## src/rtl/spgd_metric_sequencer.sv

```systemverilog
// Two-sided SPGD metric sequencer: measures J+ and J- through the ADC averager
// and emits the signed difference for the gradient-update stage.
module spgd_metric_sequencer #(
  parameter int ADC_WIDTH      = 12,
  parameter int SETTLE_CYCLES  = 64,
  parameter int TIMEOUT_CYCLES = 4096
) (
  input  logic                 clk,
  input  logic                 rst_n,
  input  logic                 start,
  input  logic [ADC_WIDTH-1:0] avg_data,
  input  logic                 avg_done,
  output logic                 avg_clr,
  output logic                 pert_en,
  output logic                 pert_sign,
  output logic                 busy,
  output logic [ADC_WIDTH-1:0] j_plus,
  output logic [ADC_WIDTH-1:0] j_minus,
  output logic [ADC_WIDTH:0]   delta_j,
  output logic                 valid,
  output logic                 err
);

  typedef enum logic [2:0] {IDLE, SETTLE_P, AVG_P, SETTLE_M, AVG_M, CALC} state_t;

  // One shared counter serves both the settle countdown and the timeout count-up.
  localparam int CNT_MAX = (SETTLE_CYCLES > TIMEOUT_CYCLES) ? SETTLE_CYCLES : TIMEOUT_CYCLES;
  localparam int CNT_W   = $clog2(CNT_MAX) + 1;
  localparam logic [CNT_W-1:0] SETTLE_LOAD  = CNT_W'(SETTLE_CYCLES - 1);
  localparam logic [CNT_W-1:0] TIMEOUT_LAST = CNT_W'(TIMEOUT_CYCLES - 1);

  state_t               state, state_n;
  logic [CNT_W-1:0]     cnt, cnt_n;
  logic                 avg_done_d;
  logic                 avg_rise;
  logic                 avg_clr_n, pert_en_n, pert_sign_n, busy_n, valid_n, err_n;
  logic [ADC_WIDTH-1:0] j_plus_n, j_minus_n;
  logic [ADC_WIDTH:0]   delta_n;

  // A level already high when an averaging window opens is not a new result.
  assign avg_rise = avg_done & ~avg_done_d;

  always_ff @(posedge clk or negedge rst_n) begin
    if (!rst_n) begin
      state      <= IDLE;
      cnt        <= '0;
      avg_done_d <= 1'b0;
      avg_clr    <= 1'b1;
      pert_en    <= 1'b0;
      pert_sign  <= 1'b0;
      busy       <= 1'b0;
      valid      <= 1'b0;
      err        <= 1'b0;
      j_plus     <= '0;
      j_minus    <= '0;
      delta_j    <= '0;
    end else begin
      state      <= state_n;
      cnt        <= cnt_n;
      avg_done_d <= avg_done;
      avg_clr    <= avg_clr_n;
      pert_en    <= pert_en_n;
      pert_sign  <= pert_sign_n;
      busy       <= busy_n;
      valid      <= valid_n;
      err        <= err_n;
      j_plus     <= j_plus_n;
      j_minus    <= j_minus_n;
      delta_j    <= delta_n;
    end
  end

  always_comb begin
    state_n     = state;
    cnt_n       = cnt;
    avg_clr_n   = avg_clr;
    pert_en_n   = pert_en;
    pert_sign_n = pert_sign;
    busy_n      = busy;
    valid_n     = 1'b0;
    err_n       = 1'b0;
    j_plus_n    = j_plus;
    j_minus_n   = j_minus;
    delta_n     = delta_j;

    case (state)
      IDLE: begin
        avg_clr_n = 1'b1;
        pert_en_n = 1'b0;
        busy_n    = 1'b0;
        if (start) begin
          state_n     = SETTLE_P;
          pert_en_n   = 1'b1;
          pert_sign_n = 1'b1;
          busy_n      = 1'b1;
          cnt_n       = SETTLE_LOAD;
        end
      end

      SETTLE_P, SETTLE_M: begin
        avg_clr_n = 1'b1;
        if (cnt == '0) begin
          state_n   = (state == SETTLE_P) ? AVG_P : AVG_M;
          avg_clr_n = 1'b0;
          cnt_n     = '0;
        end else begin
          cnt_n = cnt - 1'b1;
        end
      end

      // A result arriving on the final timeout cycle still counts as a capture.
      AVG_P, AVG_M: begin
        cnt_n = cnt + 1'b1;
        if (avg_rise) begin
          avg_clr_n = 1'b1;
          if (state == AVG_P) begin
            j_plus_n    = avg_data;
            pert_sign_n = 1'b0;
            state_n     = SETTLE_M;
            cnt_n       = SETTLE_LOAD;
          end else begin
            j_minus_n = avg_data;
            state_n   = CALC;
          end
        end else if (cnt == TIMEOUT_LAST) begin
          err_n     = 1'b1;
          pert_en_n = 1'b0;
          busy_n    = 1'b0;
          avg_clr_n = 1'b1;
          state_n   = IDLE;
        end
      end

      CALC: begin
        delta_n   = {1'b0, j_plus} - {1'b0, j_minus};
        valid_n   = 1'b1;
        pert_en_n = 1'b0;
        busy_n    = 1'b0;
        state_n   = IDLE;
      end

      default: state_n = IDLE;
    endcase
  end

endmodule

```

## config.mk

```make
export PLATFORM = sky130hd
export DESIGN_NAME = spgd_metric_sequencer
export DESIGN_NICKNAME = d
export VERILOG_FILES = /design/src/rtl/spgd_metric_sequencer.sv
export SDC_FILE = /design/constraint.sdc
export NUM_CORES = 1
export LEC_CHECK = 0
export CORE_MARGIN = 2
export CORE_UTILIZATION = 55
export CTS_BUF_LIST = sky130_fd_sc_hd__clkbuf_8
export CTS_CLUSTER_DIAMETER = 40
export CTS_CLUSTER_SIZE = 14
export DETAILED_ROUTE_END_ITERATION = 7
export PLACE_DENSITY_LB_ADDON = 0.2
export SYNTH_ARGS = -nofsm -noshare
export SYNTH_HDL_FRONTEND = slang
export SYNTH_SLANG_ARGS = --single-unit
```

## constraint.sdc

```tcl
create_clock -name clk -period 2.4 [get_ports clk]
set_input_delay 0.24 -clock clk [delete_from_list [all_inputs] [get_ports clk]]
set_output_delay 0.24 -clock clk [all_outputs]
set_load 0.005 [all_outputs]
```

==> results of run 1 <==
## worst paths after layout
kind / slack, ns / startpoint / end
hold reg to reg: 0.48 / delta_j[4] / delta_j[4]
setup reg to reg: 0.36 / j_plus[0] / delta_j[6]
setup / recovery: 0.36 / j_plus[0] / delta_j[6]
max in group asynchronous: 1.24 / rst_n / avg_clr
hold / removal: 0.39 / avg_done / avg_done_d
min in group asynchronous: 0.46 / rst_n / delta_j[1]
## flip-flops by register name (all words and copies together) (netlist names)
name / cells
state: 3
j_plus: 12
err: 1
j_minus: 12
pert_sign: 1
cnt: 13
valid: 1
delta_j: 13
avg_done_d: 1
avg_clr: 1
busy: 1
## cells in the mapped netlist (all sizes together), types with 6 or more instances
cell    count  area (sq um)
nand4       6          52.6
o21ai      18          90.1
inv        23          86.3
mux2       26           293
nand2      42           158
or3         6          37.5
dfrtp      58          1450
buf         8          61.3
ha         15           188
nor3       12          65.1
a21oi      25           125
nor2       22          82.6
nand3      10          50.1
clkbuf     11          41.3
## area by class of cell
class	count	area, sq um	area share, %
Timing Repair Buffer	74	711	16.0
Clock inverter	5	28.8	0.649
Tap cell	77	96.3	2.17
Inverter	23	86.3	1.95
Sequential cell	59	1480	33.3
Multi-Input combinational cell	269	1880	42.4
Clock buffer	11	151	3.42
## worst register-to-register path, cell delays in order (launching register included)
cell	delay, ns
dfrtp_1	0.39
inv_1	0.06
ha_1	0.15
inv_1	0.05
fa_1	0.40
a21oi_1	0.20
nand4b_1	0.18
and2_1	0.17
xnor2_1	0.06
mux2_2	0.26
## power breakdown
| group | internal, uW | total (uW) | switching (uW) |
|---|---|---|---|
| sequential | 995 | 995 | 0.518 |
| combinational | 27.7 | 57.8 | 30.1 |
| clock | 423 | 841 | 418 |
| total | 1450 | 1890 | 449 |
## stage by stage
stage | util [%] | std cells | total power [uW] | instance area (sq um) | hold WS (ns)
2_1_floorplan | - | 370 | 1020 | 3550 | -0.0556
3_3_place_gp | 67.6 | 501 | 1070 | 4240 | 0.303
3_5_place_dp | 67.6 | 501 | 1070 | 4240 | 0.314
4_1_cts | 70.6 | 518 | 1910 | 4430 | 0.384
5_1_grt | 70.6 | 518 | 1950 | 4430 | 0.409
6_report | 70.6 | 518 | 1890 | 4430 | 0.387
## layer usage
layer | global-route usage [%] | routed length, um | up-vias
met2 | 42.2 | 4310 | 81
met5 | 0 | 0 | -
met4 | 7.18 | 116 | 0
met3 | 5.51 | 437 | 10
met1 | 34.5 | 3890 | 1525
li1 | - | - | 1472
## timing repair
item,4_1_cts,5_1_grt
setup endpoints to repair,0,0
hold buffers,1,0
endpoints found under the hold margin,28,0
## cell families after synthesis
| logic type | count (synthesis) | synth area share, % |
|---|---|---|
| simple gates | 128 | 19.2 |
| xor+xnor | 7 | 1.73 |
| buf+inv | 42 | 5.32 |
| compound gates | 90 | 17.5 |
| flops | 59 | 41.6 |
| mux | 28 | 8.82 |
| fa+ha+maj | 16 | 5.85 |
==> impl_metrics.env, run 1 <==
export IMPL_cp_num_buf_inv=2
export IMPL_grt_total_usage_pct=25.7
export IMPL_ys_seq_area_share_pct=41.6
export IMPL_drtAntennaViolNets=0
export IMPL_netlist_area_sq_mm=0.00355
export IMPL_min_period_ns=2.04
export IMPL_syn_num_nets=402
export IMPL_yosysWarnings=0
export IMPL_fin_nets=468
export IMPL_path_max_fanout=3
export IMPL_fp_dieW_um=84.3
export IMPL_max_cap_violations=0
export IMPL_cp_end_kind="flip-flop"
export IMPL_path_clk_slew_ns=0.07
export IMPL_cp_top_family="adder cells"
export IMPL_syn_to_final_growth_pct=24.9
export IMPL_reg2regPathDepth=9
export IMPL_antenna_found_initial=0
export IMPL_layout_drive_gt1_share_pct=15.9
export IMPL_synthFlopType="dfrtp_1"
export IMPL_tns_ns=0
export IMPL_cts_repair_resized=0
export IMPL_start_kind="flip-flop"
export IMPL_drt_total_wl_um=8750
export IMPL_crit_slowest_cell="fa_1"
export IMPL_hold_path_depth=1
export IMPL_crit_top_cell="inv_1"
export IMPL_max_stage_delay_ns=0.40
export IMPL_synth_distinct_cells=65
export IMPL_start_util_pct=56.5
export IMPL_drt_pass1_iter_count=4
export IMPL_n_fill_cell=481
export IMPL_status="completed"
export IMPL_slew_headroom_pct=53.5
export IMPL_synth_edff_count=0
export IMPL_crit_type="reg2reg"
export IMPL_overflow=0
export IMPL_hold_violations=0
export IMPL_fp_dieH_um=84.3
export IMPL_grt_pass1_wl_um=14600
export IMPL_synthesis_instances=370
export IMPL_tritoncts="yes"
export IMPL_fin_crit_sh_pct=85.0
export IMPL_fp_dieArea_sq_mm=0.00711
export IMPL_grt_pass1_vias=2950
export IMPL_final_setup_viol_count=0
export IMPL_post_cts_setup_buffer_count=0
export IMPL_final_common_cell="dfrtp_1"
export IMPL_hold_class="in2reg"
export IMPL_worstPathArrival_ns=2.27
export IMPL_cts_sinks=59
export IMPL_diodes=0
export IMPL_portBuffers=58
export IMPL_routed_via_density=5.96
export IMPL_ys_ff_latch=59
export IMPL_ir_worst_vdd_mv=0.271
export IMPL_setup_slack_ns=0.360
export IMPL_crit_chain="inv_1 > ha_1 > inv_1 > fa_1 > a21oi_1 > nand4b_1 > and2_1 > xnor2_1 > mux2_2"
export IMPL_dp_slack_ns=0.380
export IMPL_place_gp_congestion=0.920
export IMPL_worst_path_stages=9
export IMPL_tightest_slew_ns=0.697
export IMPL_grt_max_degree=32
export IMPL_final_cell_mix="dfrtp_1 (58), clkdlybuf4s50_1 (57), nand2_1 (42)"
export IMPL_wl_per_cell_um=16.9
export IMPL_hpwl_um=6340
export IMPL_worstPathRequired_ns=2.63
export IMPL_insertion_delay_ns=0.35
export IMPL_fin_skew_ns=0.0144
export IMPL_core_area_sq_mm=0.00628
export IMPL_synthArstFlopShare_pct=100
export IMPL_power_density_mw_per_mm2=427
export IMPL_cellLeakagePower_uw=0.00200
export IMPL_drc_errors=0
export IMPL_htree_num_levels=3
export IMPL_max_freq_ghz=0.490
export IMPL_cts_max_path_buffers=2
export IMPL_drtIter0Drc=127
export IMPL_rsz0062_at_grt="no"
export IMPL_cts_buffers=9
export IMPL_finalMaxSlewViolations=0
export IMPL_row_count=29
export IMPL_avgSynthCellArea_sq_um=9.59
export IMPL_vias=3088
export IMPL_clockRootBuffer="clkbuf_8"
export IMPL_io_pins=59
(Power assumes the default switching activity.)
==> inputs of run 2 (changes only) <==
==> constraint.sdc (replaced) <==
create_clock -name clk -period 2 [get_ports clk]
set_input_delay 0.2 -clock clk [delete_from_list [all_inputs] [get_ports clk]]
set_output_delay 0.2 -clock clk [all_outputs]
set_load 0.005 [all_outputs]
==> run 2 against run 1 <==
The run now ends with negative setup slack left. Critical path depth stayed put. Die area unchanged. Final area grew 4.5%. Count of clock-buffer cells in the layout is 1 lower. Maximum frequency up 1.4%. Critical endpoint unchanged. Largest cell class unchanged. Largest power group unchanged.
==> impl_metrics.env, run 2 (same netlist as run 1, synthesis figures left out) <==
export IMPL_status="finished, violations left"
export IMPL_violations="negative setup slack"
export IMPL_cp_top_family="adder cells"
export IMPL_cp_num_buf_inv=2
export IMPL_drt_total_wl_um=9420
export IMPL_max_cap_violations=0
export IMPL_overflow=0
export IMPL_max_freq_ghz=0.497
export IMPL_tightest_slew_ns=0.566
export IMPL_power_density_mw_per_mm2=518
export IMPL_dp_slack_ns=-0.0441
export IMPL_grt_max_degree=37
export IMPL_n_fill_cell=442
export IMPL_slew_headroom_pct=62.3
export IMPL_hold_class="in2reg"
export IMPL_cts_sinks=59
export IMPL_tritoncts="yes"
export IMPL_cp_end_kind="flip-flop"
export IMPL_drc_errors=0
export IMPL_layout_drive_gt1_share_pct=21.8
export IMPL_vias=3159
export IMPL_cts_buffers=9
export IMPL_switchingPower_uw=564
export IMPL_htree_num_levels=3
export IMPL_setup_slack_ns=-0.0124
export IMPL_grt_pass1_wl_um=15500
export IMPL_syn_to_final_growth_pct=30.6
export IMPL_crit_type="reg2reg"
export IMPL_wl_per_cell_um=17.6
export IMPL_core_area_sq_mm=0.00628
export IMPL_clockRootBuffer="clkbuf_8"
export IMPL_place_inst=517
export IMPL_routed_via_density=5.90
export IMPL_diodes=0
export IMPL_min_period_ns=2.01
export IMPL_path_clk_slew_ns=0.07
export IMPL_insertion_delay_ns=0.36
export IMPL_crit_chain="inv_1 > ha_2 > inv_2 > fa_2 > a21oi_2 > nand4b_1 > and2_4 > xnor2_1 > mux2_4"
export IMPL_top_regs="cnt: 13 flops, delta_j: 13 flops"
export IMPL_fp_dieH_um=84.3
export IMPL_io_pins=59
export IMPL_portBuffers=58
export IMPL_hold_violations=0
export IMPL_drtAntennaViolNets=0
export IMPL_final_setup_viol_count=1
export IMPL_fin_cells=535
export IMPL_cellLeakagePower_uw=0.00210
export IMPL_switching_share_pct=23.5
export IMPL_path_max_fanout=3
export IMPL_intPower_uw=1840
export IMPL_rsz0062_at_grt="yes"
export IMPL_hpwl_um=6800
export IMPL_place_area_sq_mm=0.00436
export IMPL_cts_max_path_buffers=2
export IMPL_fin_skew_ns=0.0110
export IMPL_grt_total_usage_pct=27.5
export IMPL_final_common_cell="dfrtp_1"
export IMPL_p_seq_share_pct=49.8
export IMPL_row_count=29
export IMPL_finish_instance_area_sq_mm=0.00463
export IMPL_antenna_found_initial=0
export IMPL_max_stage_delay_ns=0.38
export IMPL_drt_pass1_iter_count=5
export IMPL_tns_ns=-0.0124
export IMPL_pwr_share_comb_pct=2.9
export IMPL_ir_worst_vdd_mv=0.506
export IMPL_fin_nets=485
export IMPL_start_util_pct=56.5
export IMPL_grt_pass1_vias=3104
export IMPL_worstPathArrival_ns=2.26
export IMPL_place_gp_congestion=0.928
export IMPL_worstPathRequired_ns=2.24
export IMPL_power_frac_clock_pct=47.4
export IMPL_finalMaxSlewViolations=0
export IMPL_multiInputGateArea_sq_mm=0.00193
export IMPL_fp_dieW_um=84.3
export IMPL_ff_latch_area_sq_mm=0.00148
export IMPL_fp_dieArea_sq_mm=0.00711
export IMPL_fin_crit_sh_pct=101
export IMPL_crit_slowest_cell="dfrtp_1"
export IMPL_start_kind="flip-flop"
export IMPL_final_cell_mix="dfrtp_1 (58), clkdlybuf4s50_1 (57), nand2_1 (42)"
export IMPL_drtIter0Drc=161
run 2: repair_timing:
| action | CTS | global route |
|---|---|---|
| buffers inserted | 0 | 1 |
| pin swaps | 0 | 1 |
| gates resized for setup | 2 | 16 |
| endpoints found under the hold margin | 23 | 0 |
| hold buffers | 1 | 0 |
| endpoints found under the setup margin | 3 | 9 |
run 2: worst reg2reg max path, stage by stage, from the launching register on:
cell      delay, ns
dfrtp_1        0.38
inv_1          0.07
ha_2           0.19
inv_2          0.04
fa_2           0.36
a21oi_2        0.17
nand4b_1       0.20
and2_4         0.18
xnor2_1        0.06
mux2_4         0.25
run 2: power by group through the flow:
stage          Sequential [uW]  Clock, uW  Combinational (uW)
4_1_cts                   1190       1140                71.2
3_3_place_gp              1220          0                68.4
2_1_floorplan             1220          0                4.97
5_1_grt                   1190       1210                78.1
3_5_place_dp              1220          0                69.3
6_report                  1190       1140                68.8
run 2: metrics by stage:
stage / hold WS, ns / utilization [%] / total power (uW)
floorplan: -0.0956 / - / 1220
global placement: 0.218 / 69.5 / 1290
detailed placement: 0.217 / 69.5 / 1290
CTS: 0.321 / 73.0 / 2400
global route: 0.343 / 73.8 / 2480
finish: 0.319 / 73.8 / 2400
run 2: final cells by class:
cell class / instances / area share [%]
Sequential cell: 59 / 31.9
Clock buffer: 10 / 2.97
Clock inverter: 6 / 1.40
Tap cell: 77 / 2.08
Timing Repair Buffer: 91 / 18.1
Multi-Input combinational cell: 269 / 41.7
Inverter: 23 / 1.86
run 2: final timing paths:
check	start	to	slack, ns	cells past startpoint
setup / recovery	j_plus[0]	delta_j[6]	-0.01	9
hold / removal	avg_done	avg_done_d	0.32	1
setup reg to reg	j_plus[0]	delta_j[6]	-0.01	9
hold reg to reg	delta_j[1]	delta_j[1]	0.48	2
max in group asynchronous	rst_n	avg_clr	0.99	3
min in group asynchronous	rst_n	delta_j[1]	0.36	2
run 2: metal layers:
metal	GRT usage (%)	share of wire (%)	vias to the layer above
met2	46.5	51	116
met3	5.41	5.8	20
met5	0	0	-
met4	12.6	2.6	0
li1	-	-	1509
met1	34.1	41	1514
==> inputs of run 3 (changes only) <==
--- a/config.mk
+++ b/config.mk
@@ -5,6 +5,7 @@
 export SDC_FILE = /design/constraint.sdc
 export NUM_CORES = 1
 export LEC_CHECK = 0
+export CORE_ASPECT_RATIO = 1.1
 export CORE_MARGIN = 2
 export CORE_UTILIZATION = 55
 export CTS_BUF_LIST = sky130_fd_sc_hd__clkbuf_8
==> run 3 against run 2 <==
The run still ends with negative setup slack left. Die area hardly changed. Sequential power is essentially flat. Wire length up 0.90%. Flip-flop and latch count unchanged. Clock skew shrank 0.0046 ns. Final area is 1.1% higher. Worst setup slack improved by 0.0024 ns. Count of clock-buffer cells in the layout increased by 1. Worst hold slack improved by 0.033 ns. Clock power hardly changed. Largest cell class unchanged. Highest routed layer unchanged.
==> impl_metrics.env, run 3 (same netlist as run 1, synthesis figures left out) <==
export IMPL_status="finished, violations left"
export IMPL_violations="negative setup slack"
export IMPL_hold_violations=0
export IMPL_insertion_delay_ns=0.34
export IMPL_place_inst=524
export IMPL_drtAntennaViolNets=0
export IMPL_cts_buffers=9
export IMPL_fin_crit_sh_pct=101
export IMPL_dp_slack_ns=-0.0505
export IMPL_fp_dieW_um=80.6
export IMPL_r2r_start="j_plus[0]"
export IMPL_place_gp_congestion=0.963
export IMPL_reg2regPathDepth=9
export IMPL_hold_end="avg_done_d"
export IMPL_worstPathRequired_ns=2.23
export IMPL_n_fill_cell=440
export IMPL_worstPathArrival_ns=2.24
export IMPL_wl_per_cell_um=17.6
export IMPL_cp_end_kind="flip-flop"
export IMPL_post_route_util_pct=75.7
export IMPL_final_setup_viol_count=1
export IMPL_hold_class="in2reg"
export IMPL_max_freq_ghz=0.498
export IMPL_cts_max_path_buffers=2
export IMPL_slew_headroom_pct=65.8
export IMPL_overflow=0
export IMPL_fp_dieH_um=88.2
export IMPL_antenna_found_initial=0
export IMPL_cellLeakagePower_uw=0.00213
export IMPL_path_max_fanout=3
export IMPL_power_density_mw_per_mm2=506
export IMPL_pwr_share_comb_pct=3.0
export IMPL_hpwl_um=6860
export IMPL_timing_rr_end="delta_j[6]"
export IMPL_clockRootBuffer="clkbuf_8"
export IMPL_finalMaxSlewViolations=0
export IMPL_grt_pass1_wl_um=15100
export IMPL_syn_to_final_growth_pct=32.1
export IMPL_core_area_sq_mm=0.00619
export IMPL_layout_drive_gt1_share_pct=21.9
export IMPL_total_power_uw=2370
export IMPL_setup_worst_path_start="j_plus[0]"
export IMPL_setup_slack_ns=-0.0100
export IMPL_p_seq_share_pct=50.4
export IMPL_ir_worst_vdd_mv=0.453
export IMPL_drc_errors=0
export IMPL_place_area_sq_mm=0.00441
export IMPL_fp_dieArea_sq_mm=0.00711
export IMPL_min_period_ns=2.01
export IMPL_grt_max_degree=60
export IMPL_tightest_slew_ns=0.513
export IMPL_fin_skew_ns=0.00639
export IMPL_drt_pass1_iter_count=5
export IMPL_finish_instance_area_sq_mm=0.00469
export IMPL_row_count=30
export IMPL_htree_num_levels=3
export IMPL_drt_total_wl_um=9500
export IMPL_path_clk_slew_ns=0.07
export IMPL_routed_via_density=5.92
export IMPL_tritoncts="yes"
export IMPL_final_cell_mix="dfrtp_1 (57), clkdlybuf4s50_1 (57), nand2_1 (42)"
export IMPL_start_util_pct=57.3
export IMPL_hold_path_startpoint="avg_done"
export IMPL_r2r_slack_ns=-0.01
export IMPL_cts_sinks=59
export IMPL_fin_cells=541
export IMPL_io_pins=59
export IMPL_fin_nets=489
export IMPL_drtIter0Drc=190
export IMPL_switching_share_pct=21.7
export IMPL_power_frac_clock_pct=46.6
export IMPL_start_kind="flip-flop"
export IMPL_rsz0062_at_grt="yes"
export IMPL_hold_path_depth=1
export IMPL_diodes=0
export IMPL_max_cap_violations=0
export IMPL_intPower_uw=1860
export IMPL_grt_total_usage_pct=28.1
export IMPL_switchingPower_uw=516
export IMPL_grt_pass1_vias=3174
export IMPL_vias=3202
export IMPL_crit_type="reg2reg"
export IMPL_top_regs="cnt: 13 flops, delta_j: 13 flops"
export IMPL_portBuffers=58
==> run 3: cell types whose count changed in the layout (fill, tap and decap cells not counted), sizes merged <==
cell	previous run	this run
clkbuf	10	11
clkinv	4	1
inv	23	25
clkinvlp	1	0
buf	33	37
==> run 3: worst max-delay path, cell delays in order (launching register included) <==
cell and delay, ns:
dfrtp_1 0.38, inv_1 0.07, ha_2 0.18, inv_2 0.04, fa_2 0.37, a21oi_2 0.17
nand4b_1 0.20, and2_4 0.18, xnor2_1 0.06, mux2_4 0.25
==> run 3: metal layers <==
layer,vias to the layer above,track usage (%),wire [um]
met5,-,0,0
met4,0,15.1,372
met3,33,5.00,402
met2,107,46.7,4740
met1,1550,35.0,3980
li1,1512,-,-
==> run 3: final cells by class <==
type	instances	area [sq um]	area share, %
well taps	80	100	2.14
flip-flops and latches	59	1480	31.6
multi-input cells	269	1950	41.5
inverters	23	86.3	1.84
clock buffers	11	151	3.23
clock inverters	4	42.5	0.908
repair buffers	95	881	18.8
==> run 3: power groups by stage <==
stage	Clock, uW	Sequential, uW	Combinational [uW]
6_report	1110	1190	71.4
5_1_grt	1170	1190	79.3
4_1_cts	1110	1190	73.3
3_5_place_dp	0	1220	71.4
3_3_place_gp	0	1220	70.2
2_1_floorplan	0	1220	4.97
==> run 3: how the worst max path moves through the flow <==
stage,endpoint,slack (ns)
after detailed placement,delta_j[6],-0.05
after global placement,delta_j[6],0.04
after floorplan,cnt[6],0.07
final,delta_j[6],-0.01
after global routing,delta_j[6],-0.04
after CTS,delta_j[6],0.009
==> run 3: what timing repair did <==
| action | 4_1_cts | 5_1_grt |
|---|---|---|
| hold endpoints to repair | 58 | 0 |
| gates resized for setup | 3 | 14 |
| buffers inserted | 0 | 1 |
| hold buffers | 1 | 0 |
| endpoints found under the setup margin | 4 | 11 |
| pin swaps | 0 | 2 |
==> run 3: per-stage QoR <==
| stage | setup TNS, ns | hold slack, ns |
|---|---|---|
| after floorplan | 0 | -0.0956 |
| after global placement | 0 | 0.229 |
| after global routing | -0.0914 | 0.347 |
| final | -0.0100 | 0.352 |
| after detailed placement | -0.0505 | 0.230 |
| after CTS | 0 | 0.343 |
